## config.mk

```make
export PLATFORM = sky130hd
export DESIGN_NAME = pc_gen
export DESIGN_NICKNAME = d
export VERILOG_FILES = /design/src/rtl/pc_gen_pkg.sv /design/src/rtl/pc_redirect_buf.sv /design/src/rtl/pc_gen.sv
export SDC_FILE = /design/constraint.sdc
export NUM_CORES = 1
export LEC_CHECK = 0
export ABC_AREA = 1
export BUFFER_PORTS_ARGS = -buffer_cell sky130_fd_sc_hd__buf_2
export CORE_ASPECT_RATIO = 1.2
export CORE_MARGIN = 2
export CORE_UTILIZATION = 30
export CTS_CLUSTER_DIAMETER = 150
export DETAILED_ROUTE_END_ITERATION = 8
export GPL_TIMING_DRIVEN = 0
export SYNTH_ARGS = -nofsm -noshare
export SYNTH_HDL_FRONTEND = slang
export SYNTH_SLANG_ARGS = --single-unit
```

## constraint.sdc

```tcl
create_clock -name clk -period 1.58 [get_ports clk]
set_input_delay 0.158 -clock clk [delete_from_list [all_inputs] [get_ports clk]]
set_output_delay 0.158 -clock clk [all_outputs]
set_load 0.03 [all_outputs]
```

## src/rtl/pc_gen_pkg.sv

```systemverilog
// Shared constants and types for the fetch PC generator.
// Holds the stall bus width, the stall encodings, the reset vector and the
// layout of the bus that goes to the instruction-cache stage.
package pc_gen_pkg;

    localparam int unsigned STALL_W     = 6;
    localparam int unsigned ADDR_W      = 32;
    localparam int unsigned EXC_W       = 32;
    localparam int unsigned PC_TO_IC_WD = EXC_W + 1 + ADDR_W;

    localparam logic STOP   = 1'b1;
    localparam logic NOSTOP = 1'b0;

    localparam logic [ADDR_W-1:0] ZERO_WORD = 32'h0000_0000;
    localparam logic [ADDR_W-1:0] RESET_PC  = 32'hBFC0_0000;
    localparam logic [ADDR_W-1:0] PC_STEP   = 32'h0000_0004;

    // Payload handed to the IC stage; field order sets the bit positions.
    typedef struct packed {
        logic [EXC_W-1:0]  excepttype;
        logic              ce;
        logic [ADDR_W-1:0] pc;
    } pc_to_ic_t;

    // Redirect buffer occupancy.
    typedef enum logic {
        BUF_IDLE = 1'b0,
        BUF_PEND = 1'b1
    } buf_state_e;

endpackage

```

## src/rtl/pc_redirect_buf.sv

```systemverilog
// Holds one branch target that arrived while the PC was stalled.
// Ports:
//   clk, rst            : clock, synchronous active-high reset
//   capture_i           : store capture_addr_i and mark the buffer pending
//   capture_addr_i      : target to store
//   consume_i           : the buffered target was applied to the PC
//   clear_i             : discard the buffered target (flush, fresh branch)
//   pend_o, pend_addr_o : buffer occupancy and stored target
module pc_redirect_buf
    import pc_gen_pkg::*;
(
    input  logic              clk,
    input  logic              rst,
    input  logic              capture_i,
    input  logic [ADDR_W-1:0] capture_addr_i,
    input  logic              consume_i,
    input  logic              clear_i,
    output logic              pend_o,
    output logic [ADDR_W-1:0] pend_addr_o
);

    buf_state_e        state_q, state_d;
    logic [ADDR_W-1:0] addr_q, addr_d;

    // State and target registers.
    always_ff @(posedge clk) begin
        if (rst) begin
            state_q <= BUF_IDLE;
            addr_q  <= ZERO_WORD;
        end else begin
            state_q <= state_d;
            addr_q  <= addr_d;
        end
    end

    // Leaving PEND wins over capture; a repeated capture overwrites the target.
    always_comb begin
        state_d = state_q;
        addr_d  = addr_q;
        if (clear_i || consume_i) begin
            state_d = BUF_IDLE;
        end else if (capture_i) begin
            state_d = BUF_PEND;
            addr_d  = capture_addr_i;
        end
    end

    assign pend_o      = (state_q == BUF_PEND);
    assign pend_addr_o = addr_q;

endmodule

```

## src/rtl/pc_gen.sv

```systemverilog
// Instruction-fetch PC generator feeding the IC stage register.
// Selects the next PC from flush target, branch target, buffered branch
// target or PC+4, and drives the instruction SRAM request.
// Ports:
//   clk, rst       : clock, synchronous active-high reset
//   stall          : stall bus, bit 0 == STOP freezes the PC
//   flush, new_pc  : exception/ERET redirect and its target
//   br_e, br_addr  : taken branch from EX and its target
//   pc_to_ic_bus   : {excepttype[31:0], ce, pc[31:0]}
//   inst_sram_en   : fetch request
//   inst_sram_addr : fetch address
// Build option: PC_ADEL_CHECK_EN flags misaligned fetch addresses in
// excepttype[0] and suppresses the SRAM request for them.
module pc_gen
    import pc_gen_pkg::*;
#(
    parameter logic [ADDR_W-1:0] RESET_VEC = RESET_PC
) (
    input  logic                   clk,
    input  logic                   rst,
    input  logic [STALL_W-1:0]     stall,
    input  logic                   flush,
    input  logic [ADDR_W-1:0]      new_pc,
    input  logic                   br_e,
    input  logic [ADDR_W-1:0]      br_addr,
    output logic [PC_TO_IC_WD-1:0] pc_to_ic_bus,
    output logic                   inst_sram_en,
    output logic [ADDR_W-1:0]      inst_sram_addr
);

    logic [ADDR_W-1:0] pc_q, pc_d;
    logic              ce_q, ce_d;
    logic              buf_capture, buf_consume, buf_clear;
    logic              pend;
    logic [ADDR_W-1:0] pend_addr;
    logic              adel;
    logic [ADDR_W-1:0] pc_out;
    pc_to_ic_t         bus;

    // Only bit 0 of the stall bus concerns this stage.
    logic unused_stall_hi;
    assign unused_stall_hi = ^stall[STALL_W-1:1];

    pc_redirect_buf u_redirect_buf (
        .clk            (clk),
        .rst            (rst),
        .capture_i      (buf_capture),
        .capture_addr_i (br_addr),
        .consume_i      (buf_consume),
        .clear_i        (buf_clear),
        .pend_o         (pend),
        .pend_addr_o    (pend_addr)
    );

    // PC and fetch-enable registers.
    always_ff @(posedge clk) begin
        if (rst) begin
            pc_q <= RESET_VEC - PC_STEP;
            ce_q <= 1'b0;
        end else begin
            pc_q <= pc_d;
            ce_q <= ce_d;
        end
    end

    // Next-PC priority: flush, stall, fresh branch, buffered branch, PC+4.
    always_comb begin
        pc_d        = pc_q;
        ce_d        = 1'b1;
        buf_capture = 1'b0;
        buf_consume = 1'b0;
        buf_clear   = 1'b0;
        if (flush) begin
            pc_d      = new_pc;
            buf_clear = 1'b1;
        end else if (stall[0] == STOP) begin
            buf_capture = br_e;
        end else if (br_e) begin
            pc_d      = br_addr;
            buf_clear = 1'b1;
        end else if (pend) begin
            pc_d        = pend_addr;
            buf_consume = 1'b1;
        end else begin
            pc_d = pc_q + PC_STEP;
        end
    end

`ifdef PC_ADEL_CHECK_EN
    assign adel = ce_q & (pc_q[1:0] != 2'b00);
`else
    assign adel = 1'b0;
`endif

    // Address is forced to zero while fetch is disabled so reset shows all zeros.
    assign pc_out = ce_q ? pc_q : ZERO_WORD;

    always_comb begin
        bus            = '0;
        bus.excepttype = {31'b0, adel};
        bus.ce         = ce_q;
        bus.pc         = pc_out;
    end

    assign pc_to_ic_bus   = PC_TO_IC_WD'(bus);
    assign inst_sram_en   = ce_q & ~adel;
    assign inst_sram_addr = pc_out;

endmodule

```

; ---- Yosys cells after proc, flatten, opt, wreduce, memory -nomap -nowiden
; Cells that the tools add are included.
[totals]
regBits = 66
[classes]
n_addsub = 1
n_mux = 15
eq_ne = 1
reduce_logical = 3
bitwise = 1
[ops]
columns = op, n
row1 = two-way mux 32 bit, 5
row2 = "adder 32 x 3 -> 32 bit, second input constant", 1
row3 = two-way mux 1 bit, 10
row4 = "inequality test 2 x 1 -> 1 bit, second input constant", 1
row5 = AND reduction 2 bit, 1
row6 = OR reduction 2 bit, 1
row7 = logical OR 1 bit, 1
row8 = inverter 1 bit, 1

; ---- Longest topological paths before layout
[depth]
ltp_word = 7
ltp_mapped = 11
mapped_depth_nobuf = 11

; ---- By module
; Synthesis repeated with hierarchy kept, for this count alone.
[unflattened]
hier_cells = 888
hier_area_um2 = 5175.0
[modules_own_cells]
columns = mod, n_inst, cells_per_inst, seq_area_each_um2, area_each_um2
row1 = pc_gen, 1, 674, 660.6, 3709.8
row2 = pc_redirect_buf, 1, 214, 660.6, 1465.2

; ---- Worst setup path after synthesis
; OpenSTA, ideal clock, no wires.
[synth_timing]
path_type = reg-to-reg
start = register pc_q[2]
end = register pc_q[16]
stages_incl_launch_ff = 11
arrival_ns = 1.502
setup_slack_ns = 0.015
setup_ns = 0.063
cell_sequence = dfxtp_1 > ha_1 > nand3_4 > nor2_4 > nand3_1 > or2_0 > nand3_1 > nand2_1 > nand2_1 > nand3_1 > nand3_1
[synth_between]
elab_chain_cells = 5
[synth_lines]
columns = element, line_no
row1 = start: declaration, pc_gen.sv:31  ; logic [ADDR_W-1:0] pc_q, pc_d;
row2 = start signal: assignment, pc_gen.sv:58  ; pc_q <= RESET_VEC - PC_STEP;
row3 = start signal: assignment, pc_gen.sv:61  ; pc_q <= pc_d;
row4 = adder 32 x 3 -> 32 bit, pc_gen.sv:85  ; pc_d = pc_q + PC_STEP;
row5 = two-way mux 32 bit, pc_gen.sv:81  ; end else if (pend) begin
row6 = two-way mux 32 bit, pc_gen.sv:78  ; end else if (br_e) begin
row7 = two-way mux 32 bit, pc_gen.sv:76  ; end else if (stall[0] == STOP) begin
row8 = two-way mux 32 bit, pc_gen.sv:73  ; if (flush) begin
; Every way passes these cells. The select of a mux whose other input is x is not followed.
; A chain may end at the register's enable or synchronous reset.

; ---- Worst setup path in the final report
; Ends and elaborated chain as after synthesis.

==> out/qor.csv <==
metric;value;unit
vias per cell;4.67;
largest area contributor in the netlist;dfxtp_1;
RR Endpoint;pc_q[16];
TritonCTS sink count;66;
Main synth FF type;dfxtp_1;
core area;0.0157;mm²
violated checks;setup timing;
Die H;143;µm
drc violations;0;
critical path launch point type;flop;
Clock transition at path regs;60;ps
max-cap viol count;0;
GR Overflow Total;0;
Routability Congestion;0.965;
multi-input logic area;0.00292;mm²
Finished Cell Area;0.00677;mm²
Hold Fails Final Rpt;0;
PD cells;917;mW/mm²
switching share of power;0.354;
Cell Area, Synth;0.00485;mm²
leakage;3.58;nW
count leader, synth;nand2_1;
Post-Syn Instances;802;
status;finished with violations;
initial antenna violation count;0;
fin worst setup slack;-21.1;ps
Yosys Warn Count;0;
Antenna diodes;0;
VDD IR max;0.463;mV
Distinct cells, synth;40;
Reg power frac;0.310;
Rel. slew slack;0.558;
Syn Area/Cell;6.04;µm²
Post-synth EDFFs;0;
routed vias;5637;
synth cell count leaders;nand2_1 (227), inv_1 (89), a21oi_1 (70);
Routed WL per cell;15.4;µm
worst-path maximum fanout;4;
fin crit share;1.01;
Worst setup endpoint;pc_q[16];
IO Port Bufs;133;
CTS tree;done;
placed inst area;0.00589;mm²
critical path class;flop to flop;
clock buffer depth;2;
CTS Buf Count;9;
crit end category;flop;
Worst EP arrival;1880;ps
Internal Power;4.01;mW
Seq/Total Area, Yosys;0.273;
die area;0.0172;mm²
register bit total from synthesis;66;
FF-to-FF path depth;10;
clock network power share;0.374;
first-pass GRT wire length;27400;µm
reg2reg start;pc_q[2];
R2R setup slack;-20;ps
Non-Filler Instances;1207;
largest net degree at the start of global routing;13;
DR iter-0 viols;444;
vias in the first global route;5254;
crit path from;pc_q[2];
ys async rst share;0;
CTS H-tree depth;3;
Slew @ Worst Pin;663;ps
power share of the combinational group;0.316;
WL final;18600;µm
Final #Nets;1069;
initial core utilization;0.309;
Clock Skew;6.59;ps
I/O pins;172;
# setup viols final;3;
FILL cells;1674;
Routed Antenna Nets;0;
Inst Count DP;1174;
layout cells sized above 1;0.355;
Yosys top cell area share;0.273;
RSZ-0062 raised after global routing;yes;
max-slew violation count;0;
Die Wd;120;µm
cells taking the most area after synthesis;dfxtp_1 (27%), nand2_1 (18%), buf_4 (10%);
P&R area growth vs syn;39.7;%
Clk Tree Root Cell;clkbuf_16;
CP required;1860;ps
number of cell rows;50;
P_sw;2.20;mW
Max Clk Rate;625;MHz
Overall Power;6.21;mW
Hold WC Path Type;input port to flop;
Post-DP HPWL;14400;µm
register area;0.00139;mm²
detailed-router iteration count before antenna repair;5;
latest clock arrival within the worst-skew pair;340;ps
total global-route track usage;0.207;
Tmin final;1600;ps
-- through the flow --
stage          hold WS, ps  TNS [ps]  setup WS (ps)  utilization
4_1_cts               66.7     -25.8          -25.8        0.411
3_3_place_gp           419     -5030           -569        0.375
2_1_floorplan          293         0           15.0            -
3_5_place_dp           421     -4980           -534        0.375
5_1_grt               74.4      -749           -115        0.431
6_report              70.4     -34.5          -21.1        0.431
-- worst min-delay path by stage --
stage                startpoint                        endpoint  slack [ps]  depth (start not counted)
detailed placement    new_pc[7]                         pc_q[7]         420                          3
global route          new_pc[7]                         pc_q[7]          70                          3
global placement      new_pc[7]                         pc_q[7]         420                          3
CTS                   new_pc[7]                         pc_q[7]          70                          3
floorplan           br_addr[14]  u_redirect_buf.pend_addr_o[14]         290                          2
finish                new_pc[7]                         pc_q[7]          70                          3
-- timing repair --
item / in CTS / in global routing
pin swaps: 10 / 25
setup endpoints to repair: 87 / 50
setup buffers: 9 / 8
resized for setup: 55 / 92
hold endpoints to repair: 0 / 0
hold buffers: 0 / 0
-- sequential cells by signal, indices dropped and copies added, names as in the netlist --
register,flops
u_redirect_buf.pend_addr_o,32
pc_q,32
u_redirect_buf.pend_o,1
inst_sram_en,1
-- metal layers --
| layer | part of all wire | wire (µm) | vias to the layer above | global-route usage |
|---|---|---|---|---|
| li1 | - | - | 2837 | - |
| met1 | 0.41 | 7710 | 2492 | 0.251 |
| met2 | 0.48 | 8960 | 263 | 0.359 |
| met3 | 0.068 | 1260 | 45 | 0.0296 |
| met4 | 0.036 | 660 | 0 | 0.0954 |
| met5 | 0 | 0 | - | 0 |
-- critical path: stages (launching register included) --
cell and delay (ps):
dfxtp_4 360, ha_4 150, nand3_4 120, nor2_4 180, nand3_2 100, or2_1 250
nand3_2 90, nand2_2 50, nand2_2 70, nand3_2 80, nand3_2 80
-- layout by cell type, fill, tap and decap left out, types with 3 or more instances in the layout --
master | netlist | layout
inv_2 | 4 | 3
o21bai_1 | 7 | 7
a211oi_1 | 5 | 5
inv_1 | 89 | 88
conb_1 | 1 | 32
nand3b_1 | 3 | 3
buf_4 | 66 | 83
dfxtp_2 | 0 | 11
bufinv_16 | 0 | 3
nor2_1 | 68 | 46
buf_2 | 10 | 143
nand4_1 | 4 | 4
o211ai_1 | 13 | 13
a21oi_1 | 70 | 68
nor3_4 | 1 | 4
nand2_2 | 2 | 18
nand2_1 | 227 | 205
dfxtp_1 | 66 | 40
nor2_4 | 3 | 11
nand3_2 | 1 | 7
dfxtp_4 | 0 | 15
o21ai_1 | 1 | 3
nand2_4 | 0 | 6
clkbuf_1 | 27 | 21
a221oi_1 | 3 | 3
clkbuf_16 | 0 | 9
nor2_2 | 2 | 16
nand3_1 | 39 | 32
xor2_1 | 5 | 4
o21ai_0 | 64 | 61
-- area by class of cell --
class,instances,share of cell area
Buffer,105,0.101
Tap cell,208,0.0384
Multi-Input combinational cell,567,0.431
Clock inverter,7,0.0174
Inverter,95,0.0541
Clock buffer,9,0.0333
Sequential cell,66,0.205
Timing Repair Buffer,150,0.119
-- power by group through the flow --
stage	Combinational [mW]	Sequential [mW]	Clock, mW
floorplan	1.23	1.89	0
global placement	1.69	1.94	0
detailed placement	1.70	1.94	0
CTS	1.80	1.91	2.34
global route	2.12	1.94	2.41
finish	1.96	1.93	2.32
-- logic make-up (layout without fill, tap and decap cells) --
| group | after synthesis | count (layout) | synth area share |
|---|---|---|---|
| xor gates and xnor gates | 7 | 7 | 0.0126 |
| other | 1 | 32 | 0.000774 |
| adders and majority gates | 1 | 1 | 0.00258 |
| DFF | 66 | 66 | 0.273 |
| buffers and inverters | 200 | 366 | 0.209 |
| AOI/OAI and AO/OA | 169 | 169 | 0.194 |
| and+or+nand+nor | 358 | 358 | 0.309 |
Note: power is estimated with default switching activity, not from simulation.
